## src/rtl/captura_teclado.sv

```systemverilog
// Key-entry controller: turns the scanner's multiplexed key code into debounced
// one-shot key events, edits a BCD entry buffer and hands committed numbers off over valid/ready.
module captura_teclado #(
   parameter int SCAN_PERIOD  = 200,
   parameter int DEBOUNCE_WIN = 5,
   parameter int N_DIGITS     = 4
) (
   input  logic                          clk,
   input  logic                          rst_n,
   input  logic [3:0]                    boton,
   output logic [4*N_DIGITS-1:0]         entrada,
   output logic [$clog2(N_DIGITS+1)-1:0] n_dig,
   output logic                          tecla_evento,
   output logic [3:0]                    tecla_codigo,
   output logic [4*N_DIGITS-1:0]         dato,
   output logic                          dato_valido,
   input  logic                          dato_listo
);

   localparam int VW = (SCAN_PERIOD > 1) ? $clog2(SCAN_PERIOD) : 1;
   localparam int RW = (DEBOUNCE_WIN > 1) ? $clog2(DEBOUNCE_WIN + 1) : 1;
   localparam int NW = $clog2(N_DIGITS + 1);
   localparam int BW = 4 * N_DIGITS;

   localparam logic [3:0] K_NINGUNA = 4'hF;
   localparam logic [3:0] K_COMMIT  = 4'hA;
   localparam logic [3:0] K_BORRA   = 4'hB;
   localparam logic [3:0] K_LIMPIA  = 4'hE;

   typedef enum logic {REPOSO, PULSADA} estado_t;

   // ---------------------------------------------------------------- window sampler
   logic [VW-1:0] r_ventana;
   logic [3:0]    r_latch;        // K_NINGUNA means nothing captured yet
   logic          w_cierre;
   logic [3:0]    w_resultado;

   assign w_cierre    = (r_ventana == VW'(SCAN_PERIOD - 1));
   // A code sampled in the closing cycle still belongs to this window.
   assign w_resultado = (r_latch != K_NINGUNA) ? r_latch : boton;

   always_ff @(posedge clk or negedge rst_n) begin
      if (!rst_n) begin
         r_ventana <= '0;
         r_latch   <= K_NINGUNA;
      end else if (w_cierre) begin
         r_ventana <= '0;
         r_latch   <= K_NINGUNA;
      end else begin
         r_ventana <= r_ventana + 1'b1;
         if (r_latch == K_NINGUNA)
            r_latch <= boton;
      end
   end

   // ---------------------------------------------------------------- debounce
   logic [3:0]    r_previo;
   logic [RW-1:0] r_racha;
   logic [3:0]    r_estable;
   logic [RW-1:0] w_racha_nx;
   logic          w_cambio;

   always_comb begin
      w_racha_nx = RW'(1);
      if (w_resultado == r_previo)
         w_racha_nx = (r_racha == RW'(DEBOUNCE_WIN)) ? r_racha : r_racha + 1'b1;
   end

   assign w_cambio = w_cierre && (w_racha_nx == RW'(DEBOUNCE_WIN)) &&
                     (w_resultado != r_estable);

   always_ff @(posedge clk or negedge rst_n) begin
      if (!rst_n) begin
         r_previo  <= K_NINGUNA;
         r_racha   <= '0;
         r_estable <= K_NINGUNA;
      end else if (w_cierre) begin
         r_previo <= w_resultado;
         r_racha  <= w_racha_nx;
         if (w_cambio)
            r_estable <= w_resultado;
      end
   end

   // ---------------------------------------------------------------- press FSM
   estado_t r_estado, w_estado_nx;
   logic    w_evento;

   always_ff @(posedge clk or negedge rst_n) begin
      if (!rst_n) r_estado <= REPOSO;
      else        r_estado <= w_estado_nx;
   end

   // Events fire on the same edge the stable code updates, so the pulse lands
   // in the first cycle after the deciding window closes.
   always_comb begin
      w_estado_nx = r_estado;
      w_evento    = 1'b0;
      case (r_estado)
         REPOSO: begin
            if (w_cambio && w_resultado != K_NINGUNA) begin
               w_evento    = 1'b1;
               w_estado_nx = PULSADA;
            end
         end
         PULSADA: begin
            if (w_cambio && w_resultado == K_NINGUNA)
               w_estado_nx = REPOSO;
         end
         default: w_estado_nx = REPOSO;
      endcase
   end

   // ---------------------------------------------------------------- entry buffer and hand-off
   logic [BW-1:0] r_entrada, w_entrada_nx;
   logic [NW-1:0] r_n_dig,   w_n_dig_nx;
   logic [BW-1:0] r_dato,    w_dato_nx;
   logic          r_valido,  w_valido_nx;
   logic          r_evento;
   logic [3:0]    r_codigo;

   always_comb begin
      w_entrada_nx = r_entrada;
      w_n_dig_nx   = r_n_dig;
      w_dato_nx    = r_dato;
      w_valido_nx  = (r_valido && dato_listo) ? 1'b0 : r_valido;
      if (w_evento) begin
         if (w_resultado <= 4'd9) begin
            if (r_n_dig < NW'(N_DIGITS)) begin
               w_entrada_nx = (r_entrada << 4) | BW'(w_resultado);
               w_n_dig_nx   = r_n_dig + 1'b1;
            end
         end else if (w_resultado == K_LIMPIA) begin
            w_entrada_nx = '0;
            w_n_dig_nx   = '0;
         end else if (w_resultado == K_BORRA) begin
            if (r_n_dig != '0) begin
               w_entrada_nx = r_entrada >> 4;
               w_n_dig_nx   = r_n_dig - 1'b1;
            end
         end else if (w_resultado == K_COMMIT) begin
            // Consumer taking the old value this cycle frees the slot for the new one.
            if (r_n_dig != '0 && (!r_valido || dato_listo)) begin
               w_dato_nx    = r_entrada;
               w_valido_nx  = 1'b1;
               w_entrada_nx = '0;
               w_n_dig_nx   = '0;
            end
         end
      end
   end

   always_ff @(posedge clk or negedge rst_n) begin
      if (!rst_n) begin
         r_entrada <= '0;
         r_n_dig   <= '0;
         r_dato    <= '0;
         r_valido  <= 1'b0;
         r_evento  <= 1'b0;
         r_codigo  <= K_NINGUNA;
      end else begin
         r_entrada <= w_entrada_nx;
         r_n_dig   <= w_n_dig_nx;
         r_dato    <= w_dato_nx;
         r_valido  <= w_valido_nx;
         r_evento  <= w_evento;
         if (w_evento)
            r_codigo <= w_resultado;
      end
   end

   assign entrada      = r_entrada;
   assign n_dig        = r_n_dig;
   assign dato         = r_dato;
   assign dato_valido  = r_valido;
   assign tecla_evento = r_evento;
   assign tecla_codigo = r_codigo;

endmodule

```

## config.mk

```make
export PLATFORM = sky130hd
export DESIGN_NAME = captura_teclado
export DESIGN_NICKNAME = d
export VERILOG_FILES = /design/src/rtl/captura_teclado.sv
export SDC_FILE = /design/constraint.sdc
export NUM_CORES = 1
export LEC_CHECK = 0
export ABC_AREA = 1
export CORE_MARGIN = 5
export CORE_UTILIZATION = 40
export CTS_BUF_LIST = sky130_fd_sc_hd__clkbuf_8
export DETAILED_ROUTE_END_ITERATION = 8
export GPL_TIMING_DRIVEN = 0
export HOLD_SLACK_MARGIN = 0.15
export SLEW_MARGIN = 20
export SYNTH_ARGS = -nofsm -noshare
export SYNTH_HDL_FRONTEND = slang
export SYNTH_SLANG_ARGS = --single-unit
```

## constraint.sdc

```tcl
create_clock -name clk -period 3.9 [get_ports clk]
set_input_delay 0.39 -clock clk [delete_from_list [all_inputs] [get_ports clk]]
set_output_delay 0.39 -clock clk [all_outputs]
set_load 0.01 [all_outputs]
```

# Word-level counts from Yosys, hierarchy flattened
# Index checks and enable logic that the tools add are counted.
dict set report classes {
  eq_ne 14
  n_addsub 4
  mux 31
  n_lt_le_gt_ge 2
  n_bitwise 5
  reduce_logical 15
}
# cell count
set op_table {}
lappend op_table {{$mux 16} 7}
lappend op_table {{$mux 3} 9}
lappend op_table {{$eq 4x4->1 const B} 5}
lappend op_table {{$or 16x4->16} 1}
lappend op_table {{$mux 4} 3}
lappend op_table {{$mux 1} 10}
lappend op_table {{$add 8x1->8 const B} 1}
lappend op_table {{$eq 8x8->1 const B} 1}
lappend op_table {{$mux 8} 1}
lappend op_table {{$ne 4x4->1 const B} 2}
lappend op_table {{$reduce_bool 4->1} 2}
lappend op_table {{$add 3x1->3 const B} 2}
lappend op_table {{$eq 3x3->1 const B} 2}
lappend op_table {{$logic_and 1x1->1} 6}
lappend op_table {{$reduce_and 6->1} 1}
lappend op_table {{$reduce_and 5->1} 1}
lappend op_table {{$eq 4x4->1} 1}
lappend op_table {{$le 4x4->1 const B} 1}
lappend op_table {{$ne 4x3->1 const B} 1}
lappend op_table {{$ne 4x4->1} 1}
lappend op_table {{$not 1->1} 4}
lappend op_table {{$lt 3x3->1 const B} 1}
lappend op_table {{$reduce_bool 3->1} 1}
lappend op_table {{$sub 3x1->3 const B} 1}
lappend op_table {{6 further kinds} 6}
dict set report totals {
  out_inout_bits 41
  regBits 65
  in_bits 7
}

# Logic depth before layout (Yosys ltp)
dict set report logic_depth {
  ltp_word 11
  ltp_mapped 15
  ltp_nobuf 14
}

# Least setup slack after synthesis
# Ideal clock, no wire load.
dict set report synth_path {
  path_kind {reg-to-reg}
  from {register r_latch[0]}
  to {register r_dato[10] (netlist: dato[10])}
  setup_slack_ns 1.795
  setup_time_ns 0.118
  stages_incl_launch_ff 13
  t_required_ns 3.782
  n_path_buf 1
  period_less_slack_ns 2.105
  arrival_ns 1.987
  cell_sequence {dfstp_2 > nand2_2 > nor2_4 > nand2_2 > nand2_2 > nand2_2 > a21oi_4 > nand4_2 > nor2_4 > nand4_4 > buf_2 > nand2_1 > nand2_1}
}
dict set report synth_via {
  elab_chain_len 11
  elab_cells_between_ends 20
}
# element line_no
set synth_rtl {}
lappend synth_rtl {{start: declaration} 34} ;# logic [3:0] r_latch;
lappend synth_rtl {{start signal: assignment} 52} ;# r_latch <= boton;
lappend synth_rtl {{$ne 4x4->1} 40} ;# assign w_resultado = (r_latch != K_NINGUNA) ? r_latch : boton;
lappend synth_rtl {{$mux 4 *} 40}
lappend synth_rtl {{$eq 4x4->1} 65} ;# if (w_resultado == r_previo)
lappend synth_rtl {{$mux 3} 65}
lappend synth_rtl {{$eq 3x3->1} 69} ;# assign w_cambio = w_cierre && (w_racha_nx == RW'(DEBOUNCE_WIN)) &&
lappend synth_rtl {{$logic_and 1x1->1 (2 in series)} 69}
lappend synth_rtl {{$logic_and 1x1->1} 101} ;# if (w_cambio && w_resultado != K_NINGUNA) begin
lappend synth_rtl {{$mux 1} 101}
lappend synth_rtl {{$mux 1} 99} ;# case (r_estado)
lappend synth_rtl {{$reduce_and 6->1 (no source line) *} -}
lappend synth_rtl {{end signal: assignment} 164} ;# r_dato <= w_dato_nx;
lappend synth_rtl {{end: declaration} 117} ;# logic [BW-1:0] r_dato, w_dato_nx;
# Every way passes the cells marked *; elsewhere a longest branch is shown, timed or not.
# A chain may end at the register's enable or synchronous reset.

# Worst setup path after layout
dict set report layout_path {
  from {register r_ventana[0]}
  to {register r_dato[13] (netlist: dato[13])}
}
dict set report layout_via {
  elab_chain_len 7
}
# element line_no
set layout_rtl {}
lappend layout_rtl {{start: declaration} 33} ;# logic [VW-1:0] r_ventana;
lappend layout_rtl {{start signal: assignment} 50} ;# r_ventana <= r_ventana + 1'b1;
lappend layout_rtl {{$eq 8x8->1} 38} ;# assign w_cierre = (r_ventana == VW'(SCAN_PERIOD - 1));
lappend layout_rtl {{$logic_and 1x1->1 (2 in series)} 69}
lappend layout_rtl {{$logic_and 1x1->1} 101}
lappend layout_rtl {{$mux 1} 101}
lappend layout_rtl {{$mux 1} 99}
lappend layout_rtl {{$reduce_and 6->1 (no source line)} -}
# No other way between the ends.

==> results.txt <==
Global Route Usage Sum = 17.2%
Worst setup SP type = flip-flop
Min Clock Period, post-route = 2.55 ns
CTS resizes = 0
Slew Limit Headroom = 70.4%
Hold Path End = r_ventana[0]
top-area cell type share of the netlist area = 37.1%
initial antenna violation count = 0
switching pwr = 0.394 mW
routed length per instance = 13.8 um
RD Place Congestion = 0.840
DRT antenna net count = 0
vias in the first global route = 2890
worst r2r dst = dato[13]
Critical Path Max Stage Delay = 0.37 ns
CP top delay family = simple AND/OR/NAND/NOR gates
final worst-path cycle share = 65.5%
Area contributors post-synth = dfrtp_1 37%, nand2_1 15%, dfstp_2 13%
largest net degree at the start of global routing = 36
die area = 10200 um2
endpoints failing setup = 0
pre-CTS setup slack = 1.18 ns
max frequency = 392 MHz
Synth area leader = dfrtp_1
Layout area overhead = 24.0%
crit path buf inv count = 2
design area = 4100 um2
final hold vios = 0
Num Clock Sinks = 65
post-synth cell types = 32
post-route setup slack = 1.35 ns
R2R depth = 11
Power Density = 330 nW/um2
layout cell share with drive strength beyond 1 = 12.4%
Clock power frac = 36.5%
most frequent cells in the layout = 132 x nand2_1, 49 x dfrtp_1, 47 x inv_1
first-pass GRT wire length = 13800 um
grt total ovfl = 0
starting density of the core = 40.6%
port bufs = 47
flop2flop setup slack = 1.35 ns
total number of vias = 2834
core area = 8130 um2
Rows = 33
I/O Pins = 48
Syn Area/Cell = 8.06 um2
worst vdd rail ir drop = 0.185 mV
worst hold path depth = 1
Critical R2R Launch = r_ventana[0]
1st-iter DRT viols = 76
hpwl dp = 5810 um
RSZ-0062 raised after global routing = false
DRC viols = 0
CP required = 4.14 ns
nets = 483
synthesized flop and latch total = 65
final WL = 8030 um
TritonCTS clock tree = built
crit-path max FO = 10
area of the mapped netlist = 3300 um2
Synth warnings = 0
Net Sw Frac = 29.1%
commonest non-fill, non-tap cell in the layout = nand2_1
hold wc startpoint = r_ventana[0]
slowest CP cell = dfrtp_1
Mapped Nets = 423
Clk Tree Root Cell = clkbuf_8
TritonCTS Buffers = 9
clock buffer depth = 2
status = completed
worst path arrival time = 2.80 ns
# Max-Cap Violations = 0
Crit Path Category = flip-flop to flip-flop
Setup crit end kind = flip-flop
DIE HEIGHT = 101 um
Placement Cell Area = 3920 um2
setup_tns = 0 ns
Static Leak = 2.06 nW
vias per cell = 4.89
Int Power = 0.959 mW
Fin Clk Skew = 0.0109 ns
sequential fraction of design power = 52.1%
CTS H-tree depth = 3
Least-Margin Pin Slew = 0.443 ns
combinational power share = 11.5%
Clock Pin Slew Worst Setup and Hold Paths = 0.07 ns
drt first pass iters = 4
clk_lat worst skew = 0.35 ns
sequential share of the synthesized area = 49.8%
Slew Viols, Final = 0
crit-path cells = ha_1 -> nand2_1 -> nor2_1 -> nand4_1 -> inv_1 -> nand4_2 -> nor2_4 -> nand4_4 -> buf_2 -> nand2_1 -> nand2_1
cell repeated most along the worst path = nand2_1
die width = 101 um
# diodes = 0
Post-Synthesis Cells = 410
Hold WC Path Type = flip-flop to flip-flop
## sequential cells by signal, summed over array words and instances (netlist names), named ones only
signal and flops:
r_previo 4, tecla_codigo 4, dato_valido 1, dato 16
r_estable 4, n_dig 3, r_ventana 8, entrada 16
r_latch 4, r_racha 3, tecla_evento 1
## logic make-up after synthesis
group | after synthesis | share of synthesized area (%)
buffers and inverters | 59 | 7.54
xor gates and xnor gates | 5 | 1.33
adders and majority gates | 6 | 2.27
AOI/OAI and AO/OA | 40 | 6.78
and+or+nand+nor | 235 | 32.3
DFF | 65 | 49.8
## through the flow
step                      utilization, %  cells  total power [mW]  hold slack (ns)
after floorplan                        -    410             0.817           0.0944
after global placement              48.0    562             0.869            0.448
after detailed placement            48.2    563             0.873            0.356
after CTS                           50.4    580              1.36            0.466
after global routing                50.4    580              1.43            0.508
final                               50.4    580              1.35            0.465
## power by group through the flow
stage	clock network, mW	logic (mW)	registers, mW
2_1_floorplan	0	0.104	0.713
3_3_place_gp	0	0.152	0.717
3_5_place_dp	0	0.157	0.717
4_1_cts	0.501	0.158	0.705
5_1_grt	0.541	0.180	0.707
6_report	0.493	0.155	0.704
## synthesized netlist by cell type
library cell,count
a21oi_1,6
a21oi_4,1
a22o_1,1
a22oi_1,1
and3_1,1
buf_2,4
buf_4,4
buf_6,1
clkbuf_1,3
dfrtp_1,49
dfstp_2,16
ha_1,6
inv_1,46
inv_2,1
nand2_1,132
nand2_2,6
nand3_1,45
nand3_2,1
nand3b_1,3
nand4_1,4
nand4_2,1
nand4_4,2
nor2_1,28
nor2_2,3
nor2_4,3
nor3_1,5
nor4_1,1
o21ai_0,25
o21ai_1,1
o22ai_1,5
xnor2_1,2
xor2_1,3
## layout make-up
cell class | count | area (um2)
plain buffers | 12 | 72.6
clock buffers | 9 | 124
clock inverters | 7 | 38.8
fillers | 786 | 4040
inverters | 47 | 176
multi-input cells | 286 | 1410
flip-flops and latches | 65 | 1650
well taps | 105 | 131
repair buffers | 49 | 498
## routing by layer
| layer | up-vias | global-route usage (%) | wire length (um) |
|---|---|---|---|
| met2 | 67 | 27.6 | 3730 |
| met3 | 18 | 5.12 | 404 |
| met1 | 1320 | 21.9 | 3730 |
| met5 | - | 0 | 0 |
| met4 | 0 | 6.65 | 176 |
| li1 | 1429 | - | - |
## worst max-delay path by stage
stage	startpoint	to	slack, ns	cells after the start
global placement	rst_n	dato[2]	0.25	1
global route	r_ventana[0]	dato[11]	1.05	11
floorplan	r_latch[0]	dato[10]	1.80	12
finish	r_ventana[0]	dato[13]	1.35	11
detailed placement	boton[1]	dato[13]	1.18	12
CTS	r_ventana[0]	dato[13]	1.28	11
## what timing repair did
item | CTS | global route
hold buffers | 1 | 0
endpoints found under the hold margin | 14 | 0
buffers inserted | 0 | 0
endpoints found under the setup margin | 0 | 0
Note: power is estimated with default switching activity, not from simulation.
